### src/rtl/sram_mem_controller.sv
// MEM-stage controller for a 16-bit asynchronous SRAM: each 32-bit word is two timed halfword
// transfers. Define SRAM_WRITE_POST_EN to add a single-entry posted-write buffer.
module sram_mem_controller #(
  parameter int unsigned BASE_ADDR   = 1024,
  parameter int unsigned SRAM_ADDR_W = 18,
  parameter int unsigned WAIT_CYCLES = 2
) (
  input  logic                   clk,
  input  logic                   rst,
  input  logic                   rd_en,
  input  logic                   wr_en,
  input  logic [31:0]            address,
  input  logic [31:0]            write_data,
  output logic [31:0]            read_data,
  output logic                   ready,
  output logic [SRAM_ADDR_W-1:0] sram_addr,
  output logic [15:0]            sram_dq_out,
  input  logic [15:0]            sram_dq_in,
  output logic                   sram_dq_oe,
  output logic                   sram_ce_n,
  output logic                   sram_oe_n,
  output logic                   sram_we_n,
  output logic                   sram_ub_n,
  output logic                   sram_lb_n
);

  localparam int unsigned WordW   = SRAM_ADDR_W - 1;
  localparam logic [3:0]  LastCnt = 4'(WAIT_CYCLES - 1);

  typedef enum logic [1:0] {StIdle, StLow, StHigh, StDone} state_e;

  state_e            state_q, state_d;
  logic [3:0]        cnt_q, cnt_d;
  logic              is_wr_q, is_wr_d;
  logic              posted_q, posted_d;
  logic [WordW-1:0]  word_q, word_d;
  logic [31:0]       wdata_q, wdata_d;
  logic [31:0]       rdata_q, rdata_d;

  logic [31:0]       off;
  logic [WordW-1:0]  word_in;
  logic              req, last, busy, hi;

  assign off     = address - BASE_ADDR;
  assign word_in = off[SRAM_ADDR_W:2];
  assign req     = rd_en | wr_en;
  assign last    = (cnt_q == LastCnt);
  assign busy    = (state_q == StLow) || (state_q == StHigh);
  assign hi      = (state_q == StHigh);

  always_comb begin
    state_d  = state_q;
    cnt_d    = cnt_q;
    is_wr_d  = is_wr_q;
    posted_d = posted_q;
    word_d   = word_q;
    wdata_d  = wdata_q;
    rdata_d  = rdata_q;
    unique case (state_q)
      StIdle: begin
        if (req) begin
          state_d = StLow;
          cnt_d   = 4'd0;
          is_wr_d = wr_en;  // a simultaneous read+write is treated as a write
          word_d  = word_in;
          wdata_d = write_data;
`ifdef SRAM_WRITE_POST_EN
          posted_d = wr_en;
`else
          posted_d = 1'b0;
`endif
        end
      end
      StLow: begin
        if (last) begin
          if (!is_wr_q) rdata_d[15:0] = sram_dq_in;
          state_d = StHigh;
          cnt_d   = 4'd0;
        end else begin
          cnt_d = cnt_q + 4'd1;
        end
      end
      StHigh: begin
        if (last) begin
          if (!is_wr_q) rdata_d[31:16] = sram_dq_in;
          // Posted writes finish silently; the pipeline was never stalled for them.
          state_d = posted_q ? StIdle : StDone;
          cnt_d   = 4'd0;
        end else begin
          cnt_d = cnt_q + 4'd1;
        end
      end
      StDone: state_d = StIdle;
      default: state_d = StIdle;
    endcase
  end

  always_ff @(posedge clk or posedge rst) begin
    if (rst) begin
      state_q  <= StIdle;
      cnt_q    <= 4'd0;
      is_wr_q  <= 1'b0;
      posted_q <= 1'b0;
      word_q   <= '0;
      wdata_q  <= 32'd0;
      rdata_q  <= 32'd0;
    end else begin
      state_q  <= state_d;
      cnt_q    <= cnt_d;
      is_wr_q  <= is_wr_d;
      posted_q <= posted_d;
      word_q   <= word_d;
      wdata_q  <= wdata_d;
      rdata_q  <= rdata_d;
    end
  end

  // Strobes decode straight from state so an async reset releases the bus at once.
  always_comb begin
    sram_addr   = busy ? {word_q, hi} : '0;
    sram_ce_n   = ~busy;
    sram_ub_n   = ~busy;
    sram_lb_n   = ~busy;
    sram_oe_n   = ~(busy & ~is_wr_q);
    sram_we_n   = ~(busy & is_wr_q & ~last);
    sram_dq_oe  = busy & is_wr_q;
    sram_dq_out = 16'd0;
    if (busy && is_wr_q) sram_dq_out = hi ? wdata_q[31:16] : wdata_q[15:0];
  end

  always_comb begin
`ifdef SRAM_WRITE_POST_EN
    ready = ((state_q == StIdle) && (!rd_en || wr_en)) || (state_q == StDone) ||
            (busy && posted_q && !req);
`else
    ready = ((state_q == StIdle) && !req) || (state_q == StDone);
`endif
  end

  assign read_data = rdata_q;

endmodule

### config.mk
export PLATFORM = sky130hd
export DESIGN_NAME = sram_mem_controller
export DESIGN_NICKNAME = d
export VERILOG_FILES = /design/src/rtl/sram_mem_controller.sv
export SDC_FILE = /design/constraint.sdc
export NUM_CORES = 1
export LEC_CHECK = 0
export CAP_MARGIN = 5
export CORE_MARGIN = 1
export CORE_UTILIZATION = 30
export CTS_CLUSTER_DIAMETER = 60
export CTS_CLUSTER_SIZE = 12
export DETAILED_ROUTE_END_ITERATION = 8
export GPL_TIMING_DRIVEN = 0
export PLACE_DENSITY_LB_ADDON = 0.12
export SYNTH_ARGS = -nofsm -noshare
export SYNTH_HDL_FRONTEND = slang
export SYNTH_SLANG_ARGS = --single-unit
export TNS_END_PERCENT = 100
### constraint.sdc
create_clock -name clk -period 7.2 [get_ports clk]
set_input_delay 1.44 -clock clk [delete_from_list [all_inputs] [get_ports clk]]
set_output_delay 1.44 -clock clk [all_outputs]
set_load 0.005 [all_outputs]
==> qor.yml <==
logic_synthesis:
  netlist_instances: 394
  synth_nets: 486
  yosysSeqAreaShare_pct: 55.2
  netlist_area_um2: 3990
  synth-seq-cells: 88
  synth_area_per_cell_um2: 10.1
  synth.distinct_cells: 35
  ys_warn_count: 0
clock_tree:
  root_buffer: "clkbuf_16"
  cts_sinks: 88
  postCtsHoldBufs: 0
  htree_levels: 3
  cts_resized: 0
  path_clk_slew_ns: 0.06
  clock_path_buffers: 2
  post_cts_buffers: 0
  numCtsBuffers: 9
  clk_latency_ns: 0.33
  cts_tree: "yes"
final_layout:
  layout-drive-gt1-share_pct: 11.8
  nets: 639
  n_antenna_cell: 0
  post-route-util_pct: 46.7
  areaGrowthSynthToFinish_pct: 49.6
  fillers: 1224
  instances_no_fill: 723
  final_area_um2: 5960
  final_common_cell: "clkdlybuf4s50_1"
  final_cell_mix: "141 x clkdlybuf4s50_1, 130 x nand2_1, 88 x dfrtp_1"
floorplanning:
  die_w_um: 117
  dieArea_um2: 13800
  coreArea_um2: 12800
  rows: 41
  die_h_um: 117
  start_util_pct: 31.2
  ioPinCount: 157
sta:
  clock.fmax_ghz: 0.224
  min_period_ns: 4.47
  tns_ns: 0
  drv_slew: 0
  hold_viol: 0
  fin_crit_sh_pct: 62.1
  skew_ns: 0.00528
  relSlewSlack_pct: 60.9
  worst_pin_slew_ns: 0.585
  grt_setup_unrepaired: "false"
  setup-violations-final: 0
global_route:
  grt_use_total_pct: 15.3
  antenna_found_initial: 0
  grt_pass1_vias: 3128
  grt_pass1_wl_mm: 15.8
  grt_overflow: 0
  grt_start_max_net_pins: 51
worst_setup_path:
  crit_required_ns: 5.76
  cp-start-kind: "input port"
  cp_data_arrival_time_ns: 3.03
  critPathCaptureType: "output port"
  crit_type: "input port to output port"
  critPathMaxFanout: 5
  r2r_cells: 7
place:
  dp_hpwl_mm: 7.24
  placed_area_um2: 5640
  place_inst: 708
  place_congestion: 0.760
  portBuffers: 141
drt:
  drt_iter0_drc: 71
  drt.antenna.violating_nets: 0
  routed_wl_mm: 10.1
  drt_pass1_iterations: 4
  drt-vias-per-instance: 4.44
  vias: 3211
  route.detailed.drc: 0
  wl_per_cell_um: 14.0
power:
  vdd_drop_max_mv: 0.151
  leakagePower_uw: 0.00266
  power.density_nw_per_um2: 447
run_status:
  status: "finished clean"
min_path:
  whs_path_depth: 2
  hp-class: "flop to flop"
job:
  cap_violations: 0
## Yosys cell counts
cell type	number	area, µm²
nor2_1	22	82.6
buf_2	6	30.0
a221o_1	1	10.0
a21oi_1	1	5.00
o31ai_1	2	15.0
mux2_2	32	360
a21o_1	1	7.51
nor4b_2	1	15.0
clkbuf_1	12	45.0
or4_1	3	22.5
o211ai_1	1	7.51
or4_4	1	11.3
and2_1	18	113
inv_1	8	30.0
mux2i_1	17	170
xnor2_1	1	8.76
or3_2	1	7.51
nand3_1	3	15.0
o21ai_0	9	45.0
buf_4	2	15.0
dfrtp_1	88	2200
o2bb2ai_1	1	8.76
nand2b_1	6	37.5
nor4_1	1	6.26
nand2_2	2	12.5
a31oi_1	5	31.3
or3_1	2	12.5
a2111oi_0	1	8.76
a32o_1	1	10.0
nor3b_1	2	15.0
o21a_1	1	7.51
nand2_1	130	488
or3b_2	2	17.5
or2_2	2	12.5
ha_1	8	100
## path summary, 6_finish.rpt
check	from	end	slack, ns
worst max-delay path	wr_en	ready	2.73
worst min-delay path	word_q[6]	word_q[6]	0.47
worst max register to register	state_q[0]	wdata_q[21]	5.21
worst min register to register	word_q[6]	word_q[6]	0.47
max in group asynchronous	rst	word_q[6]	5.06
min in group asynchronous	rst	read_data[2]	1.51
## flip-flops by register name (all words and copies together) (netlist names)
signal and count:
read_data 32, wdata_q 32, word_q 17, cnt_q 4, state_q 2, is_wr_q 1
## power breakdown
part / switching (µW) / internal [µW]
clock network: 186 / 321
logic: 554 / 740
registers: 126 / 741
## layout make-up
class | instances | area [µm²] | share of cell area (%)
clock buffers | 12 | 256 | 4.30
plain buffers | 20 | 90.1 | 1.51
inverters | 8 | 32.5 | 0.545
clock inverters | 3 | 65.1 | 1.09
repair buffers | 142 | 1440 | 24.1
well taps | 172 | 215 | 3.61
flip-flops and latches | 88 | 2200 | 36.9
multi-input cells | 278 | 1660 | 27.9
## through the flow
stage | setup slack (ns) | power, µW | hold slack [ns]
6_report | 2.73 | 2670 | 0.470
3_5_place_dp | 2.72 | 2190 | 0.456
5_1_grt | 2.68 | 2890 | 0.493
4_1_cts | 2.72 | 2720 | 0.474
3_3_place_gp | 1.93 | 2170 | 0.450
2_1_floorplan | 3.48 | 1500 | 0.437
## kinds of logic (layout without fill, tap and decap cells)
group,count (synthesis),after routing,synth area share (%)
XOR/XNOR,1,1,0.220
multiplexers,49,49,13.3
AND/OR/NAND/NOR,196,196,21.8
AO/OA/AOI/OAI,24,24,3.92
buffers and inverters,28,185,3.01
flip-flops,88,88,55.2
adder cells (fa/ha/maj),8,8,2.51
## worst max-delay path, stage by stage
cell	delay (ns)
clkdlybuf4s50_1	0.47
or3b_2	0.53
nand2b_1	0.10
clkdlybuf4s50_1	0.49
## metal layers
metal | wire (µm) | share of wire (%) | track usage [%]
met5 | 0 | 0 | 0
met4 | 133 | 1.3 | 5.82
met3 | 695 | 6.9 | 4.02
met2 | 4390 | 43 | 23.8
met1 | 4890 | 48 | 20.5
(Power assumes the default switching activity.)
